<file path="src/rtl/ysyx_24080006_pkg.sv">
// Shared AXI read-channel types, FSM state encoding and CLINT decode defaults
// for the ysyx_24080006 read arbiter.
package ysyx_24080006_pkg;

  localparam logic [31:0] CLINT_BASE_DEFAULT = 32'h0200_0000;
  localparam logic [31:0] CLINT_MASK_DEFAULT = 32'hFFFF_0000;

  typedef struct packed {
    logic        arvalid;
    logic [31:0] araddr;
    logic [3:0]  arid;
    logic [7:0]  arlen;
    logic [2:0]  arsize;
    logic [1:0]  arburst;
    logic        rready;
  } axi_r_m2s_t;

  typedef struct packed {
    logic        arready;
    logic        rvalid;
    logic [31:0] rdata;
    logic        rlast;
    logic [1:0]  rresp;
  } axi_r_s2m_t;

  // AR fields captured at grant time
  typedef struct packed {
    logic [31:0] araddr;
    logic [3:0]  arid;
    logic [7:0]  arlen;
    logic [2:0]  arsize;
    logic [1:0]  arburst;
  } ar_fields_t;

  typedef enum logic [1:0] {
    ST_IDLE,
    ST_ADDR,
    ST_DATA
  } rd_state_e;

  typedef enum logic {
    GNT_IFU,
    GNT_LSU
  } rd_grant_e;

  typedef enum logic {
    TGT_CORE,
    TGT_CLINT
  } rd_target_e;

  function automatic ar_fields_t to_ar_fields(input axi_r_m2s_t m);
    ar_fields_t f;
    f.araddr  = m.araddr;
    f.arid    = m.arid;
    f.arlen   = m.arlen;
    f.arsize  = m.arsize;
    f.arburst = m.arburst;
    return f;
  endfunction

endpackage

</file>
<file path="src/rtl/ysyx_24080006_rd_arbiter.sv">
// Two-requester (IFU, LSU) AXI read arbiter routing to CLINT or the external
// port; one outstanding transaction, LSU has priority.
module ysyx_24080006_rd_arbiter
  import ysyx_24080006_pkg::*;
#(
  parameter logic [31:0] CLINT_BASE = CLINT_BASE_DEFAULT,
  parameter logic [31:0] CLINT_MASK = CLINT_MASK_DEFAULT
) (
  input  logic       clock,
  input  logic       reset,
  input  axi_r_m2s_t ifu_r_m2s,
  output axi_r_s2m_t ifu_r_s2m,
  input  axi_r_m2s_t lsu_r_m2s,
  output axi_r_s2m_t lsu_r_s2m,
  output axi_r_m2s_t clint_r_m2s,
  input  axi_r_s2m_t clint_r_s2m,
  output axi_r_m2s_t core_r_m2s,
  input  axi_r_s2m_t core_r_s2m
);

  rd_state_e  state_q;
  rd_grant_e  gnt_q;
  rd_target_e tgt_q;
  ar_fields_t ar_q;

  axi_r_m2s_t req_sel;   // requester that would win this IDLE cycle
  axi_r_m2s_t gnt_m2s;
  axi_r_s2m_t tgt_s2m;
  axi_r_m2s_t tgt_drv;
  axi_r_s2m_t req_drv;

  always_comb begin
    req_sel = lsu_r_m2s.arvalid ? lsu_r_m2s : ifu_r_m2s;
    gnt_m2s = (gnt_q == GNT_LSU)   ? lsu_r_m2s   : ifu_r_m2s;
    tgt_s2m = (tgt_q == TGT_CLINT) ? clint_r_s2m : core_r_s2m;
  end

  // Outputs are forced to zero while reset is held, regardless of the
  // state register's value before the reset edge.
  always_comb begin
    ifu_r_s2m   = '0;
    lsu_r_s2m   = '0;
    clint_r_m2s = '0;
    core_r_m2s  = '0;
    tgt_drv     = '0;
    req_drv     = '0;
    if (reset) begin
      unique case (state_q)
        ST_IDLE: begin
          if (lsu_r_m2s.arvalid)      lsu_r_s2m.arready = 1'b1;
          else if (ifu_r_m2s.arvalid) ifu_r_s2m.arready = 1'b1;
        end
        ST_ADDR: begin
          tgt_drv.arvalid = 1'b1;
          tgt_drv.araddr  = ar_q.araddr;
          tgt_drv.arid    = ar_q.arid;
          tgt_drv.arlen   = ar_q.arlen;
          tgt_drv.arsize  = ar_q.arsize;
          tgt_drv.arburst = ar_q.arburst;
        end
        ST_DATA: begin
          tgt_drv.rready = gnt_m2s.rready;
          req_drv.rvalid = tgt_s2m.rvalid;
          req_drv.rdata  = tgt_s2m.rdata;
          req_drv.rlast  = tgt_s2m.rlast;
          req_drv.rresp  = tgt_s2m.rresp;
        end
        default: ;
      endcase
      if (tgt_q == TGT_CLINT) clint_r_m2s = tgt_drv;
      else                    core_r_m2s  = tgt_drv;
      if (state_q == ST_DATA) begin
        if (gnt_q == GNT_LSU) lsu_r_s2m = req_drv;
        else                  ifu_r_s2m = req_drv;
      end
    end
  end

  always_ff @(posedge clock) begin
    if (!reset) begin
      state_q <= ST_IDLE;
      gnt_q   <= GNT_IFU;
      tgt_q   <= TGT_CORE;
      ar_q    <= '0;
    end else begin
      unique case (state_q)
        ST_IDLE: begin
          if (lsu_r_m2s.arvalid || ifu_r_m2s.arvalid) begin
            gnt_q   <= lsu_r_m2s.arvalid ? GNT_LSU : GNT_IFU;
            ar_q    <= to_ar_fields(req_sel);
            tgt_q   <= ((req_sel.araddr & CLINT_MASK) == CLINT_BASE) ? TGT_CLINT : TGT_CORE;
            state_q <= ST_ADDR;
          end
        end
        ST_ADDR: begin
          if (tgt_s2m.arready) state_q <= ST_DATA;
        end
        ST_DATA: begin
          if (tgt_s2m.rvalid && gnt_m2s.rready && tgt_s2m.rlast) state_q <= ST_IDLE;
        end
        default: state_q <= ST_IDLE;
      endcase
    end
  end

endmodule

</file>
<file path="config.mk">
export PLATFORM = sky130hd
export DESIGN_NAME = ysyx_24080006_rd_arbiter
export DESIGN_NICKNAME = d
export VERILOG_FILES = /design/src/rtl/ysyx_24080006_pkg.sv /design/src/rtl/ysyx_24080006_rd_arbiter.sv
export SDC_FILE = /design/constraint.sdc
export NUM_CORES = 1
export LEC_CHECK = 0
export BUFFER_PORTS_ARGS = -buffer_cell sky130_fd_sc_hd__clkbuf_2
export CORE_AREA = 2 2 138 140
export DETAILED_ROUTE_END_ITERATION = 8
export DIE_AREA = 0 0 140 142
export GPL_ROUTABILITY_DRIVEN = 1
export PLACE_DENSITY = 0.51
export SETUP_SLACK_MARGIN = 0.5
export SYNTH_ARGS = -nofsm -noshare
export SYNTH_HDL_FRONTEND = slang
export SYNTH_SLANG_ARGS = --single-unit
</file>
<file path="constraint.sdc">
create_clock -name clock -period 2.1 [get_ports clock]
set_input_delay 0.105 -clock clock [delete_from_list [all_inputs] [get_ports clock]]
set_output_delay 0.105 -clock clock [all_outputs]
set_load 0.01 [all_outputs]
</file>
# Word level (Yosys, flattened, before mapping)
# Index checks and enable logic that the tools add are counted.
# op_classes
muxes	25
n_reduce_logical	6
eq_ne	6
# ops
operator	count
two-way mux 37 bit	7
two-way mux 51 bit	4
two-way mux 50 bit	2
== test 16 x 10 -> 1 bit (second input constant)	1
two-way mux 1 bit	8
two-way mux 2 bit	3
one-hot mux 2 bit (3 select lines)	1
inequality test 2 bit (second input constant)	2
AND reduction 3 bit	1
== test 2 x 1 -> 1 bit (second input constant)	1
== test 2 bit (second input constant)	1
logical AND 1 bit	2
zero test 2 bit	1
inequality test 2 x 1 -> 1 bit (second input constant)	1
AND reduction 2 bit	1
logical OR 1 bit	1
# totals
inputBits	178
reg_bits	53
output_inout_bits	176

# Logic depth before layout (Yosys ltp)
# Gate-level depths: netlist of the first run.
# depth
ltp_word	6
depth_mapped	6
depth_no_buf	4

# Worst setup path before layout of the first run
# No wires, ideal clock.
# synth_timing
path_type	reg-to-output
startpoint	register state_q[0]
endpoint	output port ifu_r_s2m[0] in the netlist's numbering
required_ns	1.995
path_buffers	2
stages_incl_launch_ff	6
arrival_ns	1.262
setup_slack_ns	0.733
cell_sequence	dfxtp_1 -> nand3b_1 -> or2_2 -> buf_2 -> buf_2 -> nor2_1
# synth_lines
item	line	source
from (decl)	ysyx_24080006_rd_arbiter.sv:21	rd_state_e state_q;
from (signal assigned)	ysyx_24080006_rd_arbiter.sv:81	state_q <= ST_IDLE;
from (signal assigned)	ysyx_24080006_rd_arbiter.sv:92	state_q <= ST_ADDR;
from (signal assigned)	ysyx_24080006_rd_arbiter.sv:96	if (tgt_s2m.arready) state_q <= ST_DATA;
to (decl)	ysyx_24080006_rd_arbiter.sv:12	output axi_r_s2m_t ifu_r_s2m,

==> metrics.txt, run 1 <==
first-pass GRT wire length=28,000 um; Vias per Instance=4.653; min-delay src=reset; Antenna Cells=0; reg-to-reg endpoint=state_q[1]; die area=19,880 um2; multi-input logic area=3556 um2; die height=142 um; Core Area=18,460 um2; final hold vios=0; Cell Rows=50; r2r worst-path depth=8; Max FO, Critical Path=15; Most used DFF post-synth=dfxtp_1; DP HPWL=13,600 um; CP max stage cell=dfxtp_4; antenna viol nets, final=0; Worst-Margin Slew=0.3352 ns; top post-synthesis cells by area=dfxtp_1 27%, mux2i_1 22%, and2_1 15%; Setup Skew=0.006602 ns; clock tree sinks=53; min Tclk post-route=1.726 ns; CTS tree=done; sequential-to-total area share from yosys stat=26.78%; Syn Nets=669; Critical Path RT=2.00 ns; total track usage=18.34%; area leader, netlist=dfxtp_1; port bufs=353; Die Width=140 um; layout cells sized above 1=66.74%; vias in the first global route=4,871; Worst setup SP type=flop; commonest cells after routing, fill and taps aside=225 x clkbuf_2, 103 x buf_6, 72 x and2_4; Post-Route WL=21,380 um; routability cong.=0.7424; Final Cycle Share=82.18%; endpoint class of the critical path=output pin; Final Instance Count excl. Fillers=1,100; Filler Cells Inserted=1,813; nets=1,043; reg2reg setup slack=0.55 ns; synthesis warning total=0; # setup viols final=0; H-tree Lvls=2; final-report max-slew violation count=0; Placement Setup Slack=0.4242 ns; slew margin rel.=77.01%; FMAX=579.4 MHz; clock insertion delay at the later pin of the skew report=0.29 ns; max cap viols=0; critical-path cell list=buf_12 > nor3b_4 > buf_6 > buf_16 > and2_1 > clkbuf_2; Reg area=1069 um2; DR WL/cell=19.44 um; failing checks=DRC; CP Class=reg2out; GRT Residual Overflow=0; Post-synth ARST share=0%; peak per-stage delay on the critical path=0.36 ns; Power, Total=3.143 mW; initial core utilization=21.46%; placed cell areas=5976 um2; post-route cell area=8310 um2; TritonCTS buffer count=5; result of the run=complete, but fails checks; Clock Tree Root=clkbuf_16; Peak VDD IR=350.0 uV; share of the synthesized area in the top cell type=26.78%; Starting DRT DRC Count=161; cells after synthesis=491; largest net degree at the start of global routing=55; IO Count=354; Hold Crit Class=in2reg; Worst Hold Endpoint=ar_q[10]; Placed Cells=1,047; Crit path arrival time=1.62 ns; Power Density=378.2 nW/um2; Worst Slack Setup Final=0.3742 ns; hold path cells=2; Vias=5,118; unrepaired setup endpoints after global routing=true; Pleak=4.365 nW; area grow syn2layout=109.8%; flop and latch count out of synthesis=53; post-layout util=45.03%; setup TNS=0 ns; final worst hold slack=0.1123 ns; synthesized area=3961 um2; DR DRC count=25; Post-synth EDFFs=0; post-synth cell types=35; clock buffer depth=2; commonest non-fill, non-tap cell in the layout=clkbuf_2; Post-Syn Area per Cell=8.068 um2; initial antenna violation count=0; Clock transition at path regs=0.07 ns; launching point of the worst reg2reg path=tgt_q; DRT Pass-1 Iters=7
[per-layer routing]
layer,up-vias,GRT usage [%],share of wire (%)
met4,0,5.795,3.4
met3,37,3.096,5.6
met1,2410,21.08,38
met5,-,0,0
met2,233,34.66,53
li1,2438,-,-
[kinds of logic after synthesis]
family                 share of synthesized area [%]
muxes                                          21.73
and+or+nand+nor                                31.81
buffers and inverters                          5.464
AOI/OAI and AO/OA                              14.21
DFF                                            26.78
[power breakdown]
part	switching (mW)	internal [mW]	leakage, nW
Sequential	0.117	1.13	0.442
Combinational	0.507	0.550	3.85
Clock	0.392	0.446	0.0712
[what timing repair did]
action	in CTS	in global routing
pin swaps	27	37
hold buffers	0	0
buffers inserted	13	9
setup endpoints to repair	156	215
resized for setup	94	373
cloned	13	10
[cell usage after synthesis (all sizes together), types with 2 or more instances]
cell type,instances
nor3b,3
mux2i,86
buf,27
a21oi,2
clkbuf,18
dfxtp,53
o21a,3
nor3,2
or4,2
o211a,48
a31oi,2
nor2,77
nand2,50
and2,98
nand3b,2
nor4,3
[critical path, delay by kind of cell, from the launching register on]
kind,cells,cell delay (ns)
DFF,1,0.36
and+or+nand+nor,2,0.36
buffers and inverters,4,0.59
[area by class of cell]
type                            count  share of cell area (%)
Sequential cell                    53                   12.86
Clock buffer                        6                   1.551
Multi-Input combinational cell    395                   42.79
Timing Repair Buffer              409                   39.07
Inverter                            1                 0.04517
Tap cell                          234                   3.523
Clock inverter                      2                  0.1656
[worst max path at each step]
stage	cells after the start	startpoint	slack (ns)	endpoint
after floorplan	5	state_q[0]	0.73	ifu_r_s2m[0]
after global placement	5	state_q[0]	0.44	ifu_r_s2m[9]
after detailed placement	5	state_q[0]	0.42	ifu_r_s2m[19]
after CTS	6	tgt_q	0.38	core_r_m2s[10]
after global routing	6	tgt_q	0.30	core_r_m2s[12]
final	6	tgt_q	0.37	core_r_m2s[22]
[state kept, by name (all words and copies together), names as in the netlist]
name,flops
ar_q,49
gnt_q,1
state_q,2
tgt_q,1
(Power assumes the default switching activity.)
==> inputs of run 2 (changes only) <==
--- a/config.mk
+++ b/config.mk
@@ -10,7 +10,7 @@
 export DETAILED_ROUTE_END_ITERATION = 8
 export DIE_AREA = 0 0 140 142
 export GPL_ROUTABILITY_DRIVEN = 1
-export PLACE_DENSITY = 0.51
+export PLACE_DENSITY = 0.53
 export SETUP_SLACK_MARGIN = 0.5
 export SYNTH_ARGS = -nofsm -noshare
 export SYNTH_HDL_FRONTEND = slang
==> constraint.sdc (replaced) <==
create_clock -name clock -period 1.5 [get_ports clock]
set_input_delay 0.075 -clock clock [delete_from_list [all_inputs] [get_ports clock]]
set_output_delay 0.075 -clock clock [all_outputs]
set_load 0.01 [all_outputs]
==> metrics.txt, run 2 (same netlist as run 1, synthesis figures left out) <==
Power Density=517.5 nW/um2; CTS tree=done; post-cts hold buffer count=0; Starting DRT DRC Count=150; reg-to-reg endpoint=ar_q[1]; Regs by FF count=ar_q (49), state_q (2); Max FO, Critical Path=7; Die Width=140 um; Clock Tree Root=clkbuf_16; layout cells sized above 1=78.01%; # setup viols final=176; Clock transition at path regs=0.08 ns; slew margin rel.=69.68%; initial core utilization=21.46%; Critical Path RT=1.42 ns; CP Class=reg2out; unrepaired setup endpoints after global routing=true; Vias per Instance=4.627; Setup Skew=0.01025 ns; clock tree sinks=53; result of the run=complete, but fails checks; DR WL/cell=18.68 um; Worst setup SP type=flop; vias in the first global route=4,925; r2r worst-path depth=7; initial antenna violation count=0; port bufs=353; H-tree Lvls=2; DP HPWL=13,720 um; Pleak=4.739 nW; routability cong.=0.8197; launching point of the worst reg2reg path=state_q[1]; min-delay src=ifu_r_m2s[31]; final-report max-slew violation count=0; die height=142 um; Hold Crit Class=in2reg; Post-Route WL=21,100 um; clock insertion delay at the later pin of the skew report=0.30 ns; Cell Rows=50; total track usage=17.59%; FMAX=597.0 MHz; Core Area=18,460 um2; reg2reg setup slack=0 ns; commonest non-fill, non-tap cell in the layout=clkbuf_2; Worst Hold Endpoint=ar_q[30]; final hold vios=0; Worst Slack Setup Final=-0.1749 ns; Antenna Cells=0; DRT Pass-1 Iters=9; Peak VDD IR=435.7 uV; largest reg by FF count=ar_q; antenna viol nets, final=0; endpoint class of the critical path=output pin; first-pass GRT wire length=27,420 um; hold path cells=4; Final Cycle Share=111.7%; area grow syn2layout=136.8%; die area=19,880 um2; max reg flops=49; largest net degree at the start of global routing=30; TritonCTS buffer count=5; DR DRC count=25; GRT Residual Overflow=0; max cap viols=0; clock buffer depth=2; Crit path arrival time=1.60 ns; final worst hold slack=0.1334 ns; commonest cells after routing, fill and taps aside=220 x clkbuf_2, 123 x buf_6, 98 x and2_4, 53 x mux2i_1; IO Count=354; Vias=5,229; Power, Total=4.855 mW; nets=1,073; Worst-Margin Slew=0.4506 ns; min Tclk post-route=1.675 ns; failing checks=DRC, setup timing
run 2: cell type report:
| cell class | instances | area, um2 |
|---|---|---|
| fill | 1658 | 9074 |
| multi-input combinational | 395 | 3976 |
| timing repair buffer | 439 | 3895 |
| sequential | 53 | 1071 |
| tap | 234 | 292.8 |
| clock buffer | 6 | 128.9 |
| clock inverter | 2 | 13.76 |
| inverter | 1 | 3.754 |
run 2: metal layers:
metal / routed length [um] / up-vias / track usage (%)
met5: 0 / - / 0
met4: 566 / 0 / 5.848
met3: 1210 / 33 / 3.096
met2: 11220 / 224 / 32.46
met1: 8108 / 2469 / 20.64
li1: - / 2503 / -
run 2: where the power goes:
part | internal [mW] | switching, mW
sequential | 1.58 | 0.169
clock | 0.622 | 0.532
combinational | 1.07 | 0.882
total | 3.27 | 1.58
run 2: what timing repair did:
item	4_1_cts	5_1_grt
resized for setup	83	320
hold endpoints to repair	0	0
gates cloned	11	20
pin swaps	9	22
endpoints found under the setup margin	229	229
buffers inserted	18	9
run 2: through the flow:
step,cells,setup slack [ns],cell area (um2),setup TNS (ns),utilization (%)
floorplan,491,0.2853,4997,0,-
global placement,1064,0.08165,6969,0,37.76
detailed placement,1064,0.1031,6969,0,37.76
CTS,1101,-0.1820,8029,-23.54,43.51
global route,1130,-0.2359,9382,-32.97,50.83
finish,1130,-0.1749,9382,-19.97,50.83
run 2: worst max path at each step:
stage | startpoint | endpoint | slack, ns
final | state_q[0] | ifu_r_s2m[3] | -0.17
after CTS | state_q[0] | ifu_r_s2m[21] | -0.18
after global placement | ifu_r_m2s[42] | tgt_q | 0.08
after detailed placement | state_q[1] | core_r_m2s[1] | 0.10
after global routing | state_q[0] | ifu_r_s2m[35] | -0.24
after floorplan | state_q[0] | ifu_r_s2m[0] | 0.29
run 2: worst max-delay path: stages (launching register included):
cell and delay [ns]:
dfxtp_4 0.37, nand3b_1 0.22, or2_4 0.35, buf_12 0.18, nor2_4 0.08, buf_6 0.11
